[src/rtl/baud_pkg.sv]
// baud_pkg: shared defaults and divisor types for the fractional baud generator
package baud_pkg;
   localparam int DVSR_W_DEF = 16;
   localparam int FRAC_W_DEF = 4;
   localparam int OVS_DEF    = 16;
   typedef struct packed {
      logic [DVSR_W_DEF-1:0] int_v;
      logic [FRAC_W_DEF-1:0] frac;
   } dvsr_t;
endpackage

[src/rtl/baud_ovs_div.sv]
// baud_ovs_div: oversample index counter with bit-centre and bit-boundary decodes
module baud_ovs_div import baud_pkg::*; #(
   parameter int OVS = OVS_DEF
) (
   input  logic clk,
   input  logic reset,
   input  logic tick,
   input  logic sync,
   output logic mid_tick,
   output logic bit_tick
);
   localparam int OW = $clog2(OVS);
   logic [OW-1:0] ovs_q, ovs_d;
   // next index: sync restarts the phase, each tick advances modulo OVS
   always_comb begin
      ovs_d    = sync ? '0 : tick ? ((ovs_q == OW'(OVS-1)) ? '0 : ovs_q + OW'(1)) : ovs_q;
      mid_tick = tick & (ovs_q == OW'(OVS/2-1));
      bit_tick = tick & (ovs_q == OW'(OVS-1));
   end
   // index register
   always_ff @(posedge clk or posedge reset)
      if (reset) ovs_q <= '0;
      else       ovs_q <= ovs_d;
endmodule

[src/rtl/baud_gen_frac.sv]
// baud_gen_frac: fractional-N oversample tick generator with shadowed divisor reload
module baud_gen_frac import baud_pkg::*; #(
   parameter int DVSR_W   = DVSR_W_DEF,
   parameter int FRAC_W   = FRAC_W_DEF,
   parameter int OVS      = OVS_DEF,
   parameter int DVSR_RST = 10
) (
   input  logic              clk,
   input  logic              reset,
   input  logic              en,
   input  logic              sync,
   input  logic              load,
   input  logic [DVSR_W-1:0] dvsr_int,
   input  logic [FRAC_W-1:0] dvsr_frac,
   output logic              tick,
   output logic              mid_tick,
   output logic              bit_tick,
   output logic              pending
);
   logic [DVSR_W:0]   cnt_q, cnt_d, limit;
   logic [FRAC_W-1:0] acc_q, acc_d, act_frac_q, act_frac_d, sh_frac_q, sh_frac_d;
   logic [DVSR_W-1:0] act_int_q, act_int_d, sh_int_q, sh_int_d;
   logic [FRAC_W:0]   sum;
   logic              carry_q, carry_d, pending_q, pending_d, apply, take_in;
   // period compare, fractional accumulate and divisor handover
   always_comb begin
      limit      = {1'b0, act_int_q} + {{DVSR_W{1'b0}}, carry_q};
      tick       = en & ~sync & (cnt_q >= limit);
      sum        = {1'b0, acc_q} + {1'b0, act_frac_q};
      apply      = sync | tick;
      take_in    = load & (apply | ~en);
      cnt_d      = apply ? '0 : en ? cnt_q + (DVSR_W+1)'(1) : cnt_q;
      acc_d      = sync ? '0 : tick ? sum[FRAC_W-1:0] : acc_q;
      carry_d    = sync ? 1'b0 : tick ? sum[FRAC_W] : carry_q;
      act_int_d  = take_in ? dvsr_int : (apply & pending_q) ? sh_int_q : act_int_q;
      act_frac_d = take_in ? dvsr_frac : (apply & pending_q) ? sh_frac_q : act_frac_q;
      sh_int_d   = load ? dvsr_int : sh_int_q;
      sh_frac_d  = load ? dvsr_frac : sh_frac_q;
      pending_d  = apply ? 1'b0 : en ? (pending_q | load) : (pending_q & ~load);
      pending    = pending_q;
   end
   // state registers; reset restores the power-on divisor and drops any pending load
   always_ff @(posedge clk or posedge reset)
      if (reset) begin
         cnt_q      <= '0;
         acc_q      <= '0;
         carry_q    <= 1'b0;
         pending_q  <= 1'b0;
         act_int_q  <= DVSR_W'(DVSR_RST);
         act_frac_q <= '0;
         sh_int_q   <= DVSR_W'(DVSR_RST);
         sh_frac_q  <= '0;
      end else begin
         cnt_q      <= cnt_d;
         acc_q      <= acc_d;
         carry_q    <= carry_d;
         pending_q  <= pending_d;
         act_int_q  <= act_int_d;
         act_frac_q <= act_frac_d;
         sh_int_q   <= sh_int_d;
         sh_frac_q  <= sh_frac_d;
      end
   baud_ovs_div #(.OVS(OVS)) u_ovs (
      .clk      (clk),
      .reset    (reset),
      .tick     (tick),
      .sync     (sync),
      .mid_tick (mid_tick),
      .bit_tick (bit_tick)
   );
endmodule

[config.mk]
export PLATFORM = sky130hd
export DESIGN_NAME = baud_gen_frac
export DESIGN_NICKNAME = d
export VERILOG_FILES = /design/src/rtl/baud_pkg.sv /design/src/rtl/baud_ovs_div.sv /design/src/rtl/baud_gen_frac.sv
export SDC_FILE = /design/constraint.sdc
export NUM_CORES = 1
export LEC_CHECK = 0
export CAP_MARGIN = 20
export CORE_MARGIN = 2
export CORE_UTILIZATION = 40
export DETAILED_ROUTE_END_ITERATION = 10
export GPL_TIMING_DRIVEN = 0
export PLACE_DENSITY_LB_ADDON = 0.3
export SLEW_MARGIN = 0
export SYNTH_ARGS = -nofsm -noshare
export SYNTH_HDL_FRONTEND = slang
export SYNTH_SLANG_ARGS = --single-unit
[constraint.sdc]
create_clock -name clk -period 3.4 [get_ports clk]
set_input_delay 0.51 -clock clk [delete_from_list [all_inputs] [get_ports clk]]
set_output_delay 0.51 -clock clk [all_outputs]
set_load 0.03 [all_outputs]
==> results of run 1 <==
[state kept, by name, summed over array words and instances, names as in the netlist]
register / cells
acc_q: 4
act_frac_q: 4
act_int_q: 16
carry_q: 1
cnt_q: 17
pending: 1
sh_frac_q: 4
sh_int_q: 16
u_ovs.ovs_q: 4
[per-layer routing]
metal	GRT usage (%)	part of all wire [%]	vias up
met4	5.93	1.6	0
met2	27.1	47	44
met5	0	0	-
met3	3.33	3.6	12
met1	23.7	48	1384
li1	-	-	1417
[where the power goes]
part | internal [mW] | switching (mW) | leakage (nW) | total [mW]
clock | 0.355 | 0.298 | 0.0991 | 0.653
sequential | 0.860 | 0.0550 | 0.828 | 0.915
combinational | 0.129 | 0.130 | 1.20 | 0.259
total | 1.34 | 0.483 | 2.13 | 1.83
[what timing repair did]
action | in CTS | in global routing
hold buffers | 0 | 0
gates cloned | 0 | 0
buffers inserted | 8 | 1
resized for setup | 42 | 15
endpoints found under the setup margin | 47 | 32
pin swaps | 8 | 3
[through the flow]
stage	TNS [ns]	power, mW
detailed placement	-14.63	1.17
finish	-1.52	1.83
floorplan	0	1.08
CTS	-3.65	1.84
global route	-9.61	1.93
global placement	-13.59	1.16
[area by class of cell]
type                       count  area share, %
tap                          111           2.99
timing repair buffer          36           7.20
multi-input combinational    283           46.5
inverter                      10          0.863
buffer                        14           1.99
clock buffer                  11           3.05
clock inverter                 5           1.13
sequential                    67           36.2
[worst reg2reg max path, stage by stage (launching register included)]
cell and delay [ns]:
dfrtp_1 0.41, ha_4 0.18, ha_4 0.15, nand3_4 0.10, nor4_4 0.25, nand3_1 0.13, xor2_1 0.17, ha_1 0.31
a21oi_2 0.12, nor2_1 0.06, a211oi_2 0.27, buf_4 0.18, o21ai_2 0.14, or4_4 0.56, or3_1 0.32, a21oi_1 0.15
[layout by cell type (no fill, tap or decap), types with 13 or more instances in the layout]
| cell type | netlist | layout |
|---|---|---|
| mux2_2 | 20 | 20 |
| nand2_1 | 20 | 20 |
| buf_4 | 2 | 13 |
| nor2_1 | 50 | 46 |
| mux2i_1 | 25 | 25 |
| clkdlybuf4s50_1 | 0 | 24 |
| ha_1 | 25 | 23 |
| xor2_1 | 15 | 15 |
| dfrtp_1 | 63 | 63 |
| a21oi_1 | 39 | 38 |
[worst max-delay path by stage]
stage,from,endpoint,slack (ns)
2_1_floorplan,act_int_q[1]$_DFFE_PP1P_,tick,0.008
3_3_place_gp,carry_q$_DFFE_PP0N_,mid_tick,-0.94
3_5_place_dp,carry_q$_DFFE_PP0N_,bit_tick,-0.96
4_1_cts,carry_q$_DFFE_PP0N_,bit_tick,-0.22
5_1_grt,carry_q$_DFFE_PP0N_,mid_tick,-0.42
6_report,act_int_q[0]$_DFFE_PP0P_,mid_tick,-0.19
[synthesized netlist by cell type (2+ instances only)]
cell type	n
ha_1	25
nor4_1	3
buf_4	2
nand3_1	15
nor3_1	7
nor2b_1	3
o21ai_1	3
a21o_1	3
and3_1	4
xor2_1	15
nand4b_1	2
dfstp_2	4
mux2i_1	25
mux2_2	20
clkbuf_1	10
dfrtp_1	63
xnor2_1	10
inv_1	10
o21ai_0	8
a21oi_1	39
buf_2	2
nor2_1	50
nand2_1	20
nand4_1	9
or3_1	4
[cell families after synthesis]
kind of cell	after synthesis	synth area share, %
compound gates	63	9.77
flops	67	44.7
simple gates	124	15.6
xor+xnor	25	5.81
buf+inv	24	2.66
fa+ha+maj	26	8.84
mux	45	12.6
==> impl_metrics.ini, run 1 <==
[run_status]
outcome = finished with violations
violations = setup timing

[floorplan]
num_rows = 35
die_x_um = 101
core_um2 = 9200
io_pins = 29
initial_core_util_pct = 41.0
die_height_um = 101
dieArea_um2 = 10200

[yosys]
syn_avg_cell_area_um2 = 10.1
async_flop_share_pct = 100
synthDistinctLibCells = 43
ys_ff_latch = 67
ys_warn_count = 0
synth_cells = 374
synth_top_area_cell = dfrtp_1
synth_edf_count = 0
synth_nets = 425
ys_seq_area_share_pct = 44.7
netlist.area_leader.share_pct = 41.9
ys_top_cells_by_area = dfrtp_1, ha_1, mux2i_1, mux2_2, a21oi_1
synth_ff_type = dfrtp_1
syn_area_um2 = 3770

[power]
p_per_area_nw_per_um2 = 393
p_leak_nw = 2.13
ir_drop_mv = 0.282

[setup_path]
reg2regPathDepth = 15
crit_required_ns = 2.89
slowest_stage = dfrtp_1
cp-start-kind = flip-flop
worstPathCellList = ha_4 > ha_4 > nand3_4 > nor4_4 > nand3_1 > xor2_1 > ha_1 > a21oi_2 > nor2_1 > a211oi_2 > a2bb2oi_4 > buf_8 > nor4_4 > buf_4
criticalPathCategory = reg -> out
worst_path_largest_cell_delay_ns = 0.41
regToRegStartpoint = act_int_q[0]$_DFFE_PP0P_
critPathTopFamily = adder cells
critPathBufInv = 2
worst_r2r_endpoint = cnt_q[15]$_DFFE_PP0P_
worst-path-stages = 14
path_max_fanout = 6
rrSetupSlack_ns = -0.17
arrival_ns = 3.08
end_kind = primary output

[finish]
fin_cells = 537
multiInputGateArea_um2 = 2160
areaGrowthSynthToFinish_pct = 23.3
fillers = 862
final_nets = 472
final_core_util_pct = 50.5
finalInstanceArea_um2 = 4640
drive_gt1_share_pct = 19.7
regArea_um2 = 1680
antenna_cells = 0

[global_route]
grt-ovfl-total = 0
antenna_found_initial = 0
grt_max_degree = 68
grt_pass1_wl_mm = 13.8
grt_pass1_vias = 2858
grt_use_total_pct = 17.2

[sta]
timing.final.ws_setup_ns = -0.185
period_minus_slack_ns = 3.59
finalHoldViolations = 0
fmax_ghz = 0.279
slew_headroom_pct = 45.6
tightest_slew_ns = 0.815
setup_viol = 24
hold-worst-slack_ns = 0.489
finalClockSkew_ns = 0.00708
rsz0062_at_grt = yes
fin_crit_sh_pct = 105
drv_slew = 0

[placed_design]
place_area_um2 = 4230
dp_hpwl_mm = 5.62
numPortBuffers = 27
dpl_worst_slack_ns = -0.956
gp_congestion = 0.803
dp_cells = 512

[min_path]
min_from = en
hold_class = in -> reg
hold_depth = 2
min_to = cnt_q[11]$_DFFE_PP0P_

[clock_tree]
cts_buffer_depth = 2
cts_root_buf = clkbuf_8
tritoncts = yes
cts_buffers = 9
cts.sinks = 67
clk_pin_slew_worst_paths_ns = 0.07
clkLatencyLatePin_ns = 0.35
h-tree-depth = 3

[job]
max-cap-violations = 0

[detailed_routing]
drtPass1Iterations = 4
drt_iter0_markers = 141
vias_per_cell = 5.32
avgRoutedWirePerCell_um = 14.7
drt-total-wl_mm = 7.92
vias = 2857
drc = 0
postRouteAntennaNets = 0
Note: power is estimated with default switching activity, not from simulation.
==> inputs of run 2 (changes only) <==
Settings changed: CORE_MARGIN 2 to 5.
==> run 2 against run 1 <==
The flow still finishes with violations (setup timing). Total power shrank 2.0%. Final area grew 1.3%. Die area grew 12%. Global-route usage shrank 1.5 points. Via count grew 2.9%. Worst setup slack lost 0.12 ns. First-iteration DRC count grew 1.4%. Critical path depth shrank 1. Clock power shrank 6.7%. Largest power group unchanged.
==> impl_metrics.ini, run 2 (synthesized netlist as in run 1, its figures left out) <==
[detailed_routing]
drt_iter0_markers = 143
postRouteAntennaNets = 0
vias = 2941
vias_per_cell = 5.43
drtPass1Iterations = 6
avgRoutedWirePerCell_um = 15.6
drt-total-wl_mm = 8.48
drc = 0

[setup_path]
slowest_stage = dfstp_2
path_max_fanout = 6
end_kind = primary output
arrival_ns = 3.19
worst_path_largest_cell_delay_ns = 0.58
crit_required_ns = 2.89
cp-start-kind = flip-flop
worstPathCellList = ha_4 > nand3_4 > nor4_4 > nand3_1 > xor2_1 > ha_1 > a21oi_2 > nor2_1 > a211oi_2 > a2bb2oi_4 > buf_8 > nor4_4 > buf_4
criticalPathCategory = reg -> out
crit_top_cell = nor4_4

[power]
p_per_area_nw_per_um2 = 381
p_leak_nw = 2.16
ir_drop_mv = 0.257

[sta]
drv_slew = 0
setup_viol = 26
period_minus_slack_ns = 3.70
slew_headroom_pct = 45.1
finalHoldViolations = 0
rsz0062_at_grt = yes
fmax_ghz = 0.270
finalClockSkew_ns = 0.00822
fin_crit_sh_pct = 109
tightest_slew_ns = 0.824
hold-worst-slack_ns = 0.498
timing.final.ws_setup_ns = -0.302

[clock_tree]
cts_buffers = 9
cts.sinks = 67
clk_pin_slew_worst_paths_ns = 0.07
clkLatencyLatePin_ns = 0.34
tritoncts = yes
ctsHoldBuffers = 0
cts_buffer_depth = 2
cts_root_buf = clkbuf_8
h-tree-depth = 3

[floorplan]
num_rows = 35
initial_core_util_pct = 41.0
die_x_um = 107
io_pins = 29
core_um2 = 9200
dieArea_um2 = 11500
die_height_um = 107

[finish]
areaGrowthSynthToFinish_pct = 24.8
final_common_cell = dfrtp_1
top_register = cnt_q
antenna_cells = 0
drive_gt1_share_pct = 21.1
final_core_util_pct = 51.1
largest_reg_flops = 17
final_nets = 477
most-common-layout-cells = dfrtp_1, nor2_1, a21oi_1
reg.largest.list = cnt_q x17, act_int_q x16, sh_int_q x16

[global_route]
grt_pass1_wl_mm = 14.4
antenna_found_initial = 0
grt-ovfl-total = 0
grt_use_total_pct = 15.7
grt_max_degree = 68
grt_pass1_vias = 3023

[placed_design]
numPortBuffers = 27
gp_congestion = 0.855
dp_hpwl_mm = 5.86

[run_status]
outcome = finished with violations
violations = setup timing

[min_path]
hold_class = in -> reg

[job]
max-cap-violations = 0
[run 2: final cells by class]
type,instances,area [um^2]
fill,841,4500
sequential,67,1680
clock buffer,12,155
multi-input combinational,283,2190
buffer,14,90.1
timing repair buffer,41,383
tap,111,139
clock inverter,4,25.0
inverter,10,40.0
[run 2: metal layers]
layer,global-route usage (%),routed length (um),vias up
met2,25.1,4140,63
met4,5.48,132,0
met1,21.0,3960,1434
met3,3.25,245,7
met5,0,0,-
li1,-,-,1437
[run 2: worst paths after layout]
path                                                from                        to  slack (ns)  depth (start not counted)
worst min register to register   sh_int_q[6]$_DFFE_PP0P_   sh_int_q[6]$_DFFE_PP0P_        0.51                          1
worst max-delay path            act_int_q[1]$_DFFE_PP1P_                  mid_tick       -0.30                         13
max in group asynchronous                          reset   sh_int_q[2]$_DFFE_PP0P_        2.17                          2
worst max register to register  act_int_q[1]$_DFFE_PP1P_     cnt_q[13]$_DFFE_PP0P_       -0.28                         14
min in group asynchronous                          reset  sh_int_q[13]$_DFFE_PP0P_        0.68                          2
worst min-delay path                                  en     cnt_q[11]$_DFFE_PP0P_        0.50                          2
[run 2: repair_timing]
item	in CTS	in global routing
gates cloned	0	2
gates resized for setup	44	24
pin swaps	11	12
buffers inserted	7	5
setup endpoints to repair	47	41
[run 2: critical path, delay by kind of cell (launching register included)]
kind | cells | cell delay (ns)
buf+inv | 2 | 0.34
flops | 1 | 0.58
compound gates | 3 | 0.66
simple gates | 5 | 0.65
xor+xnor | 1 | 0.16
fa+ha+maj | 2 | 0.47
[run 2: through the flow]
step	instance area [um^2]	TNS, ns	instances	power [mW]	setup WS [ns]
2_1_floorplan	3820	0	374	1.08	0.00841
6_report	4700	-4.89	542	1.79	-0.302
3_5_place_dp	4230	-16.15	512	1.17	-0.997
5_1_grt	4700	-8.78	542	1.89	-0.450
4_1_cts	4570	-6.81	535	1.80	-0.339
3_3_place_gp	4230	-13.18	512	1.16	-0.932
[run 2: report_power, final]
group / internal, mW / total [mW] / switching (mW) / leakage (nW)
clock: 0.302 / 0.609 / 0.307 / 0.0884
combinational: 0.132 / 0.264 / 0.133 / 1.24
sequential: 0.860 / 0.916 / 0.0561 / 0.828
total: 1.29 / 1.79 / 0.496 / 2.16
